File: src/rtl/mac_psum_acc_sequencer.sv
// Psum stream sequencer between one MAC lane and the psum accumulator: tags beats with
// inter_end/accum_end and counts final accumulator outputs. Optional MAC_ACC_SEQ_PERF_EN adds perf counters.
module mac_psum_acc_sequencer #(
   parameter int MAX_LEN = 64,
   parameter int PASS_W  = 16,
   parameter int LEN_W   = 7
) (
   input  logic              i_clk,
   input  logic              i_reset,
   input  logic              i_start,
   input  logic [LEN_W-1:0]  i_cfg_len,
   input  logic [PASS_W-1:0] i_cfg_pass,
   output logic              o_busy,
   output logic              o_done,
   output logic              o_cfg_err,
`ifdef MAC_ACC_SEQ_PERF_EN
   output logic [31:0]       o_perf_stall,
   output logic [31:0]       o_perf_cycles,
`endif
   input  logic              i_psum_valid,
   output logic              o_psum_ready,
   input  logic [31:0]       i_psum_data,
   output logic              o_acc_psum_valid,
   input  logic              i_acc_psum_ready,
   output logic [31:0]       o_acc_psum_data,
   output logic              o_acc_inter_end,
   output logic              o_acc_accum_end,
   input  logic              i_acc_out_valid,
   input  logic              i_acc_out_ready,
   input  logic              i_acc_out_aend
);

   localparam logic [1:0] S_IDLE  = 2'd0;
   localparam logic [1:0] S_RUN   = 2'd1;
   localparam logic [1:0] S_DRAIN = 2'd2;
   localparam logic [1:0] S_DONE  = 2'd3;

   logic [1:0]        r_state;
   logic [LEN_W-1:0]  r_len;
   logic [PASS_W-1:0] r_pass;
   logic [LEN_W-1:0]  r_elem_cnt;
   logic [PASS_W-1:0] r_pass_cnt;
   logic [LEN_W-1:0]  r_out_cnt;
   logic              r_cfg_err;

   logic              w_run;
   logic              w_drain;
   logic              w_cfg_ok;
   logic              w_accept;
   logic              w_beat;
   logic              w_last_elem;
   logic              w_last_pass;
   logic              w_out_hs;
   logic [LEN_W-1:0]  w_out_cnt_nxt;

   assign w_run    = (r_state == S_RUN);
   assign w_drain  = (r_state == S_DRAIN);
   assign w_cfg_ok = (i_cfg_len != '0) && (i_cfg_len <= LEN_W'(MAX_LEN)) && (i_cfg_pass != '0);
   assign w_accept = (r_state == S_IDLE) && i_start && w_cfg_ok;

   assign o_acc_psum_valid = i_psum_valid & w_run;
   assign o_psum_ready     = i_acc_psum_ready & w_run;
   assign o_acc_psum_data  = i_psum_data;

   assign w_beat      = o_acc_psum_valid & i_acc_psum_ready;
   assign w_last_elem = (r_elem_cnt == r_len - LEN_W'(1));
   assign w_last_pass = (r_pass_cnt == r_pass - PASS_W'(1));

   // The accumulator samples tags without qualification, so they must be low outside beats.
   assign o_acc_inter_end = w_beat & w_last_elem;
   assign o_acc_accum_end = w_beat & w_last_pass;

   assign w_out_hs      = i_acc_out_valid & i_acc_out_ready & i_acc_out_aend & (w_run | w_drain);
   assign w_out_cnt_nxt = r_out_cnt + LEN_W'(w_out_hs);

   assign o_busy    = (r_state != S_IDLE);
   assign o_done    = (r_state == S_DONE);
   assign o_cfg_err = r_cfg_err;

   always_ff @(posedge i_clk or negedge i_reset) begin
      if (!i_reset) begin
         r_state    <= S_IDLE;
         r_len      <= '0;
         r_pass     <= '0;
         r_elem_cnt <= '0;
         r_pass_cnt <= '0;
         r_out_cnt  <= '0;
         r_cfg_err  <= 1'b0;
      end else begin
         r_cfg_err <= 1'b0;
         if (w_out_hs) begin
            r_out_cnt <= w_out_cnt_nxt;
         end
         case (r_state)
            S_IDLE: begin
               if (i_start) begin
                  if (w_cfg_ok) begin
                     r_state    <= S_RUN;
                     r_len      <= i_cfg_len;
                     r_pass     <= i_cfg_pass;
                     r_elem_cnt <= '0;
                     r_pass_cnt <= '0;
                     r_out_cnt  <= '0;
                  end else begin
                     r_cfg_err <= 1'b1;
                  end
               end
            end
            S_RUN: begin
               if (w_beat) begin
                  if (w_last_elem) begin
                     r_elem_cnt <= '0;
                     if (w_last_pass) begin
                        r_state <= S_DRAIN;
                     end else begin
                        r_pass_cnt <= r_pass_cnt + PASS_W'(1);
                     end
                  end else begin
                     r_elem_cnt <= r_elem_cnt + LEN_W'(1);
                  end
               end
            end
            S_DRAIN: begin
               // Outputs may all have arrived during RUN, so test the held count as well.
               if ((r_out_cnt == r_len) || (w_out_cnt_nxt == r_len)) begin
                  r_state <= S_DONE;
               end
            end
            default: begin
               r_state <= S_IDLE;
            end
         endcase
      end
   end

`ifdef MAC_ACC_SEQ_PERF_EN
   logic [31:0] r_perf_stall;
   logic [31:0] r_perf_cycles;

   always_ff @(posedge i_clk or negedge i_reset) begin
      if (!i_reset) begin
         r_perf_stall  <= '0;
         r_perf_cycles <= '0;
      end else if (w_accept) begin
         r_perf_stall  <= '0;
         r_perf_cycles <= '0;
      end else begin
         if (w_run && i_psum_valid && !i_acc_psum_ready && (r_perf_stall != '1)) begin
            r_perf_stall <= r_perf_stall + 32'd1;
         end
         if ((r_state != S_IDLE) && (r_perf_cycles != '1)) begin
            r_perf_cycles <= r_perf_cycles + 32'd1;
         end
      end
   end

   assign o_perf_stall  = r_perf_stall;
   assign o_perf_cycles = r_perf_cycles;
`endif

endmodule

File: config.mk
export PLATFORM = sky130hd
export DESIGN_NAME = mac_psum_acc_sequencer
export DESIGN_NICKNAME = d
export VERILOG_FILES = /design/src/rtl/mac_psum_acc_sequencer.sv
export SDC_FILE = /design/constraint.sdc
export NUM_CORES = 1
export LEC_CHECK = 0
export BUFFER_PORTS_ARGS = -buffer_cell sky130_fd_sc_hd__buf_2
export CAP_MARGIN = 20
export CORE_UTILIZATION = 36
export DETAILED_ROUTE_END_ITERATION = 16
export SYNTH_ARGS = -nofsm -noshare
export SYNTH_HDL_FRONTEND = slang
export SYNTH_SLANG_ARGS = --single-unit
File: constraint.sdc
create_clock -name i_clk -period 9.55 [get_ports i_clk]
set_clock_uncertainty 0.05 [all_clocks]
set_input_delay 0.4775 -clock i_clk [delete_from_list [all_inputs] [get_ports i_clk]]
set_output_delay 0.4775 -clock i_clk [all_outputs]
set_load 0.1 [all_outputs]
[Word level (Yosys, flattened, before mapping)]
Index checks and enable logic that the tools add are counted.
Storage, ports and cells
  register bits: 56
  output and inout bits: 39
  word-level logic and storage cells: 73
Cells by class
  $add $sub $neg: 5
  magnitude comparators: 1
  equal/unequal tests: 14
  mux-type cells: 25
  bitwise logic cells: 9
  reductions and logical operators: 12
Operators with widths (number)
  2-to-1 mux 16 bit: 5
  2-to-1 mux 7 bit: 8
  case mux 16 bit (2 select lines): 1
  == test 7 bit: 3
  adder 16 x 1 -> 16 bit (second input constant): 1
  == test 16 bit: 1
  nonzero test 16 bit: 1
  subtractor 16 x 1 -> 16 bit (second input constant): 1
  case mux 7 bit (2 select lines): 1
  2-to-1 mux 2 bit: 6
  AND reduction 6 bit: 2
  bitwise AND 1 bit: 8
  inequality test 2 x 1 -> 1 bit (second input constant): 4
  adder 7 x 1 -> 7 bit: 1
  adder 7 x 1 -> 7 bit (second input constant): 1
  less-or-equal comparator 7 bit (second input constant): 1
  nonzero test 7 bit: 1
  subtractor 7 x 1 -> 7 bit (second input constant): 1
  inequality test 2 bit (second input constant): 3
  case mux 2 bit (3 select lines): 1
  == test 2 bit (second input constant): 2
  AND reduction 4 bit: 1
  nonzero test 2 bit: 2
  2-to-1 mux 1 bit: 3
  6 further kinds: 7

[Depth between registers and ports, before layout]
Gate-level depths: netlist (run 1).
  depth in word-level cells: 8
  mapped depth: 13
  mapped depth without buffers: 13

[Worst setup path before layout (run 1)]
No wires, ideal clock.
  path kind: register to output
  from: register r_pass[0]
  to: output port o_acc_accum_end
  data arrival time: 3.770 ns
  setup slack: 5.253 ns
  stages on the path, launching flop included: 11
  cell sequence: dfrtp_1 inv_1 ha_1 or4b_1 or4_1 o311ai_0 o22a_2 o2111ai_4 or2_1 buf_6 nor2_1
Between the ends
  longest elaborated chain between the ends: 3
Ends and longest elaborated chain
  start: declaration: line 40  | logic [PASS_W-1:0] r_pass;
  start signal: assignment: line 100  | r_pass <= i_cfg_pass;
  subtractor 16 x 1 -> 16 bit: line 67  | assign w_last_pass = (r_pass_cnt == r_pass - PASS_W'(1));
  == test 16 bit: line 67
  bitwise AND 1 bit: line 71  | assign o_acc_accum_end = w_beat & w_last_pass;
  end: declaration: line 27  | output logic o_acc_accum_end,
No other way between the ends.

[Final worst setup path (run 1)]
Ends and elaborated chain as after synthesis.

==> results.cfg, run 1 <==
[synthesis]
netlist_area_um2 = 4140
yosys.area.top_type = dfrtp_1
synth_compound_area_frac = 0.128
netlist_instances = 493
synth-async-reset-ratio = 1.00
synth_top_family_by_area = simple AND/OR/NAND/NOR gates
ys_types = 66
ys_seq_area_frac = 0.338
synth_xor_area_frac = 0.0930
synth_edf_count = 0
syn_area_per_cell_um2 = 8.41
muxShareOfSynthArea = 0.0127
ys.flop_type = dfrtp_1
synth_area_leaders = dfrtp_1 (34%), nand2_1 (7.8%), buf_4 (5.8%), xnor2_1 (5.7%), xor2_1 (3.6%)
ys_ff_latch = 56
synth_fa_ha_area_frac = 0.0332
synth_simple_gate_area_frac = 0.297
synth_warnings = 0
yosysMostFrequentCell = nand2_1
syn-num-nets = 567
synthTopCellsByCount = nand2_1 (86), dfrtp_1 (56), buf_4 (32)
synth_top_area_frac = 0.338

[final_layout]
nets = 557
n_antenna_cell = 0
multiInputGateArea_um2 = 2340
syn_to_final_growth_pct = 4.08
drive_above_1_share = 0.128
fin_area_um2 = 4310
fillers = 1156
final_cells = 623
regArea_um2 = 1400

[global_routing]
grt_use_met3 = 0.0267
met2_usage = 0.306
grt_use_total = 0.169
grt_first_pass_wirelength_um = 15900
met1_usage = 0.210
grt.overflow.total = 0
busiest_layer = met2
antenna_found_initial = 0
grt_pass1_vias = 3297
grt_max_degree = 57

[setup_path]
crit_fanout = 8
worstPathRequired_ns = 9.02
cp-end-kind = primary output
r2r-start = r_pass[0]
critPathKind = flop to primary output
crit_arrival_ns = 3.54
worst-path-buf-inv = 2
crit_family = simple AND/OR/NAND/NOR gates
r2r_cells = 9
reg2reg_slack_ns = 5.97
crit_path_top_delay_cell = or4b_1
slowest_delay_ns = 0.57
start_kind = flop
path_cells = inv_1 -> ha_1 -> or4b_1 -> or3_1 -> o31ai_1 -> o2111ai_4 -> or2_1 -> nor2_1 -> buf_2
r2r_end = r_pass_cnt[11]

[timing]
setup_viol = 0
tns_ns = 0
tightest_slew_ns = 0.905
max_freq_mhz = 246
fin_crit_sh = 0.426
slew-limit-headroom = 0.395
final-hold-violation-count = 0
fin_crit_ns = 4.07
slew_viol_final = 0
rsz0062_at_grt = false
timing.hold.ws_ns = 0.267

[floorplan]
coreArea_um2 = 11000
io_pins = 102
row_count = 38
fp.dieH_um = 109
initial_core_util = 0.376
die_w_um = 109
dieArea_um2 = 11900

[power]
powerDensity_nw_per_um2 = 122
total_power_uw = 528
cellLeakagePower_uw = 0.00196
peakVddDrop_mv = 0.0632

[detailed_routing]
drt_pass1_iterations = 5
routed_wl_um = 9660
ant_nets = 0
drc_errors = 0
drtIter0Drc = 155
num_vias = 3469
wl_per_cell_um = 15.5
viasPerCell = 5.57

[clock_tree]
cts-root-buf = clkbuf_16
cts_setup_buffers = 0
cts_buffers = 5
post_cts_resized = 0
cts.sinks = 56
hold_buffers = 0
htreeDepth = 2
clock_path_buffers = 2
clkLatencyLatePin_ns = 0.30
path_clk_slew_ns = 0.07
cts_tree = done

[run]
cap_viol_max_count = 0

[placement]
io_buffers = 37
postPlaceCellArea_um2 = 4180
hpwl_um = 7130
place_inst = 616
place_congestion = 0.840

[status]
status = finished, final reports clean

[min_path]
min_path_type = input port to asynchronous set/reset pin
==> stage by stage <==
stage                     worst slack (ns)  utilization
final                                 5.48        0.391
after global routing                  5.30        0.391
after CTS                             5.46        0.391
after detailed placement              5.81        0.379
after global placement                5.88        0.379
after floorplan                       5.25            -
==> state kept, by name, summed over array words and instances (netlist names) <==
register    count
o_cfg_err       1
r_elem_cnt      7
r_len           7
r_out_cnt       7
r_pass         16
r_pass_cnt     16
r_state         2
==> cell families after synthesis <==
logic type | Yosys count
AOI/OAI and AO/OA | 72
xor gates and xnor gates | 44
adders and majority gates | 11
buffers and inverters | 72
DFF | 56
muxes | 5
and+or+nand+nor | 233
==> where the power goes <==
group	internal, uW	total (uW)	leakage [uW]	switching (uW)
logic	35.5	75.9	0.00118	40.5
registers	251	272	0.000716	21.5
clock network	95.7	180	0.0000667	84.2
total	382	528	0.00196	146
==> worst reg2reg max path: cells and delay by family (launching register included) <==
kind	cells	cell delay, ns
adders and majority gates	1	0.23
buffers and inverters	1	0.09
AOI/OAI and AO/OA	4	1.00
and+or+nand+nor	3	1.70
DFF	1	0.42
==> how the worst max path moves through the flow <==
stage | to | startpoint | cells past startpoint
floorplan | o_acc_accum_end | r_pass[0] | 10
global placement | o_acc_accum_end | r_pass[0] | 10
detailed placement | o_acc_accum_end | r_pass[0] | 9
CTS | o_acc_accum_end | r_pass[0] | 9
global route | o_acc_accum_end | r_pass[0] | 9
finish | o_acc_accum_end | r_pass[0] | 9
==> cell usage in the layout (no fill, tap or decap), drive strengths merged, types with 4 or more instances in the layout <==
master / Yosys / routed
nand3: 21 / 21
o31ai: 8 / 8
a211o: 5 / 5
or4: 12 / 12
xor2: 17 / 17
and3: 9 / 9
or3: 4 / 4
nor3: 12 / 12
dfrtp: 56 / 56
nor4: 15 / 15
nor2b: 4 / 4
nor2: 28 / 28
or2: 4 / 4
inv: 15 / 15
nand4: 11 / 11
ha: 11 / 11
or4b: 4 / 4
buf: 39 / 40
nand3b: 5 / 5
and2: 7 / 7
nand2: 86 / 86
clkbuf: 18 / 6
o21ai: 20 / 20
nand2b: 4 / 4
xnor2: 27 / 27
o311ai: 5 / 5
a21oi: 8 / 8
==> layer usage <==
metal | wire length (um) | vias to the layer above
li1 | - | 1696
met4 | 110 | 0
met2 | 4930 | 44
met3 | 228 | 18
met5 | 0 | -
met1 | 4390 | 1711
==> area by class of cell <==
type | instances | area share
timing repair buffer | 40 | 0.0482
inverter | 15 | 0.0131
tap | 140 | 0.0406
sequential | 56 | 0.325
clock inverter | 1 | 0.00116
multi-input combinational | 365 | 0.542
clock buffer | 6 | 0.0299
Note: power is estimated with default switching activity, not from simulation.
==> inputs of run 2 (changes only) <==
- clock period: 9.55 -> 3.3 ns (I/O delays scaled with it)
==> results.cfg, run 2 (same netlist as run 1, synthesis figures left out) <==
[global_routing]
met2_usage = 0.304
grt_use_total = 0.177
busiest_layer = met2
grt_first_pass_wirelength_um = 16700
grt.overflow.total = 0
grt_use_met3 = 0.0350
grt_pass1_vias = 3477
grt_max_degree = 42
antenna_found_initial = 0
met1_usage = 0.227

[min_path]
min_path_type = input port to flop

[timing]
fin_crit_sh = 0.978
max_freq_mhz = 310
slew_viol_final = 0
slew-limit-headroom = 0.385
setup_viol = 0
tightest_slew_ns = 0.923
fin_crit_ns = 3.23
final-hold-violation-count = 0

[final_layout]
final_common_cell = nand2_1
fillers = 1108
nets = 575
drive_above_1_share = 0.185
n_antenna_cell = 0
fin_area_um2 = 4530
syn_to_final_growth_pct = 9.39
reg.largest.list = r_pass (16), r_pass_cnt (16)
final_cell_mix = nand2_1 (86), dfrtp_1 (55), buf_2 (36)
final_core_util = 0.411

[setup_path]
start_kind = flop
slowest_delay_ns = 0.63
critPathKind = flop to primary output
path_cells = or4_1 -> nor3_2 -> mux2_2 -> o21ai_1 -> o2111ai_4 -> or2_4 -> nor2_4 -> buf_12
worstPathRequired_ns = 3.08
cp-end-kind = primary output
crit_fanout = 11
crit_arrival_ns = 3.01
crit_path_top_delay_cell = or4_1

[power]
cellLeakagePower_uw = 0.00205
clkPwrFrac = 0.356
p_comb_frac = 0.139
intPower_uw = 1130
peakVddDrop_mv = 0.266
powerDensity_nw_per_um2 = 344
swShare = 0.274
seqPwrFrac = 0.505
p_switching_uw = 428

[detailed_routing]
drt_pass1_iterations = 4
wl_per_cell_um = 15.2
ant_nets = 0
routed_wl_um = 9730
drc_errors = 0
viasPerCell = 5.45
drtIter0Drc = 138
num_vias = 3501

[clock_tree]
clock_path_buffers = 2
cts.sinks = 56
cts_tree = done
htreeDepth = 2
path_clk_slew_ns = 0.07
clkLatencyLatePin_ns = 0.30
cts_buffers = 5
cts-root-buf = clkbuf_16

[floorplan]
io_pins = 102
coreArea_um2 = 11000
fp.dieH_um = 109
initial_core_util = 0.376
dieArea_um2 = 11900
die_w_um = 109
row_count = 38

[placement]
place_congestion = 0.849
io_buffers = 37
postPlaceCellArea_um2 = 4290
hpwl_um = 7290

[run]
cap_viol_max_count = 0

[status]
status = finished, final reports clean
-- run 2: worst max-delay path: cells and delay by family, from the launching register on --
family / cells / cell delay [ns]
and+or+nand+nor: 4 / 1.26
DFF: 1 / 0.47
AOI/OAI and AO/OA: 2 / 0.45
muxes: 1 / 0.36
buffers and inverters: 1 / 0.18
-- run 2: power groups by stage --
stage	sequential, uW	combinational, uW	clock [uW]
after floorplan	782	339	0
final	787	217	556
after global placement	799	214	0
after detailed placement	799	219	0
after CTS	787	220	578
after global routing	795	254	603
-- run 2: layout make-up --
| type | count | area (um2) | share of cell area |
|---|---|---|---|
| timing repair buffer | 58 | 360 | 0.0795 |
| tap | 140 | 175 | 0.0386 |
| inverter | 15 | 56.3 | 0.0124 |
| clock buffer | 6 | 139 | 0.0306 |
| multi-input combinational | 365 | 2380 | 0.526 |
| clock inverter | 2 | 15.0 | 0.00331 |
| sequential | 56 | 1400 | 0.309 |
-- run 2: path summary, 6_finish.rpt --
path | start | end | slack [ns] | cells past startpoint
worst max register to register | r_pass[5] | r_pass_cnt[6] | 0.13 | 9
max in group asynchronous | i_reset | r_elem_cnt[6] | 1.96 | 3
worst max-delay path | r_pass[5] | o_acc_accum_end | 0.07 | 8
worst min register to register | r_pass[11] | r_pass[11] | 0.50 | 2
min in group asynchronous | i_reset | r_pass_cnt[10] | 0.49 | 2
worst min-delay path | i_cfg_len[2] | r_len[2] | 0.02 | 3
-- run 2: stage by stage --
step                      hold WS [ns]  worst slack [ns]  instances  total power, uW  TNS [ns]
after floorplan                 -0.181            -0.205        493             1120    -0.205
after global placement           0.281             0.142        628             1010         0
after detailed placement         0.281            0.0654        628             1020         0
after CTS                       0.0149           0.00511        639             1590         0
after global routing            0.0287           -0.0382        642             1650   -0.0382
final                           0.0184            0.0734        642             1560         0
-- run 2: layer usage --
metal	part of all wire	vias to the layer above
li1	-	1725
met1	0.44	1680
met2	0.50	78
met3	0.048	18
met4	0.015	0
met5	0	-
-- run 2: repair_timing --
item                       CTS  global route
gates resized for setup      4             9
pin swaps                    2             5
buffers inserted             2             3
hold endpoints to repair    13             0
hold buffers                 1             0
setup endpoints to repair    1             5
==> inputs of run 3 (changes only) <==
--- a/config.mk
+++ b/config.mk
@@ -7,2 +7,3 @@
 export LEC_CHECK = 0
+export ABC_AREA = 1
 export BUFFER_PORTS_ARGS = -buffer_cell sky130_fd_sc_hd__buf_2
--- a/constraint.sdc
+++ b/constraint.sdc
@@ -4,2 +4,2 @@
 set_output_delay 0.165 -clock i_clk [all_outputs]
-set_load 0.1 [all_outputs]
+set_load 0.005 [all_outputs]
==> results.cfg, run 3 <==
[global_routing]
grt_max_degree = 54
grt.overflow.total = 0
grt_pass1_vias = 4210
antenna_found_initial = 0
grt_use_total = 0.185
grt_first_pass_wirelength_um = 19300

[synthesis]
ys_ff_latch = 56
synth-async-reset-ratio = 1.00
synth_edf_count = 0
yosys.area.top_type = dfrtp_1
ys.flop_type = dfrtp_1
synth_warnings = 0
netlist_area_um2 = 4570
syn-num-nets = 759
ys_types = 34
yosysMostFrequentCell = nand2_1
synth_top_area_frac = 0.306
ys_seq_area_frac = 0.306
syn_area_per_cell_um2 = 6.68
netlist_instances = 685
synthTopCellsByCount = nand2_1 (184), inv_1 (87), nor2_1 (80)
synth_area_leaders = dfrtp_1 (31%), nand2_1 (15%), inv_1 (7.1%), nand3_1 (6.7%), nor2_1 (6.6%)

[setup_path]
worstPathRequired_ns = 3.45
crit_arrival_ns = 3.12
crit_fanout = 8
cp-end-kind = flop
start_kind = flop
critPathKind = flop to flop

[clock_tree]
cts-root-buf = clkbuf_16
path_clk_slew_ns = 0.07
cts.sinks = 56
cts_tree = done
clkLatencyLatePin_ns = 0.30
htreeDepth = 2
cts_setup_buffers = 0
clock_path_buffers = 2
cts_buffers = 5

[final_layout]
regArea_um2 = 1400
final_common_cell = nand2_1
syn_to_final_growth_pct = 6.73
reg.largest.list = r_pass (16), r_pass_cnt (16)
n_antenna_cell = 0
drive_above_1_share = 0.102
final_cell_mix = nand2_1 (184), inv_1 (87), nor2_1 (80)
nets = 762
fillers = 1332
multiInputGateArea_um2 = 2540
final_cells = 857

[timing]
tightest_slew_ns = 0.743
tns_ns = 0
fin_crit_ns = 2.97
rsz0062_at_grt = false
final-hold-violation-count = 0
max_freq_mhz = 337
slew_viol_final = 0
fin_crit_sh = 0.899
slew-limit-headroom = 0.505
worst_slack_ns = 0.332
setup_viol = 0

[placement]
io_buffers = 37
post-place-ws_ns = 0.368
place_congestion = 0.868
place_inst = 848
hpwl_um = 8760

[detailed_routing]
drtIter0Drc = 158
wl_per_cell_um = 13.1
num_vias = 4175
viasPerCell = 4.87
routed_wl_um = 11200
drc_errors = 0
drt_pass1_iterations = 4
ant_nets = 0

[floorplan]
fp.dieH_um = 115
initial_core_util = 0.374
io_pins = 102
coreArea_um2 = 12200
dieArea_um2 = 13200
die_w_um = 115
row_count = 40

[power]
peakVddDrop_mv = 0.364
powerDensity_nw_per_um2 = 736
cellLeakagePower_uw = 0.00261

[status]
status = finished, final reports clean

[run]
cap_viol_max_count = 0

[min_path]
min_path_type = input port to flop
==> run 3: cell count changes in the layout (fill, tap and decap cells not counted), moves of 6 or more <==
cell,delta
nand2_1,+98
inv_1,+74
nor2_1,+54
nand3_1,+40
o21ai_0,+20
buf_4,-16
xnor2_1,-15
xor2_1,+14
nand4_1,+10
and3_1,-9
or4_1,-9
nor4_1,-8
o31ai_1,-7
and2_1,-6
==> run 3: path summary, 6_finish.rpt <==
| kind | from | slack [ns] | end | depth (start not counted) |
|---|---|---|---|---|
| setup / recovery | r_state[0] | 0.33 | r_state[0] | 17 |
| hold / removal | i_cfg_pass[5] | 0.08 | r_pass[5] | 3 |
| setup reg to reg | r_state[0] | 0.33 | r_state[0] | 17 |
| hold reg to reg | r_pass[15] | 0.48 | r_pass[15] | 2 |
| max in group asynchronous | i_reset | 1.99 | r_elem_cnt[3] | 3 |
| min in group asynchronous | i_reset | 0.41 | r_pass[14] | 2 |
==> run 3: what timing repair did <==
action                                 CTS  global route
endpoints found under the hold margin   32             0
resized for setup                        0             0
hold buffers                             1             0
==> run 3: layout make-up <==
cell class / count / area share
inverters: 88 / 0.0677
clock buffers: 6 / 0.0285
flip-flops and latches: 56 / 0.287
multi-input cells: 495 / 0.520
well taps: 168 / 0.0431
clock inverters: 2 / 0.00795
repair buffers: 42 / 0.0461
==> run 3: logic make-up (layout without fill, tap and decap cells) <==
kind of cell | after synthesis | count (layout) | synth area share
adders and majority gates | 11 | 11 | 0.0301
xor gates and xnor gates | 43 | 43 | 0.0824
and+or+nand+nor | 393 | 393 | 0.389
buffers and inverters | 134 | 138 | 0.139
AOI/OAI and AO/OA | 48 | 48 | 0.0534
DFF | 56 | 56 | 0.306
==> run 3: metal layers <==
metal	wire length, um	vias up	share of wire	GRT usage
li1	-	2133	-	-
met1	4870	1959	0.43	0.214
met2	5560	70	0.50	0.338
met3	555	13	0.050	0.0455
met4	211	0	0.019	0.0511
met5	0	-	0	0
==> run 3: through the flow <==
step	hold WS [ns]	util	total power, uW	area, um2
final	0.0771	0.400	3590	4880
after global routing	0.0978	0.400	3950	4880
after CTS	0.0769	0.400	3620	4880
after detailed placement	0.225	0.384	2960	4690
after global placement	0.216	0.384	2900	4690
after floorplan	-0.181	-	2540	4570
==> run 3: power breakdown <==
| group | internal (uW) | switching [uW] |
|---|---|---|
| clock | 381 | 257 |
| combinational | 636 | 1180 |
| sequential | 865 | 274 |
==> run 3: worst max-delay path: stages (launching register included) <==
cell and delay [ns]:
dfrtp_1 0.40, inv_1 0.08, ha_1 0.31, nand4_1 0.24, inv_1 0.16, ha_1 0.25
ha_1 0.21, or2_2 0.29, nand3_1 0.08, nand2_1 0.06, nor3_1 0.16, nand2_1 0.07
nand2_1 0.06, nand2_1 0.04, nor2_1 0.18, nand2_1 0.11, nand2_1 0.06, nand2_1 0.05
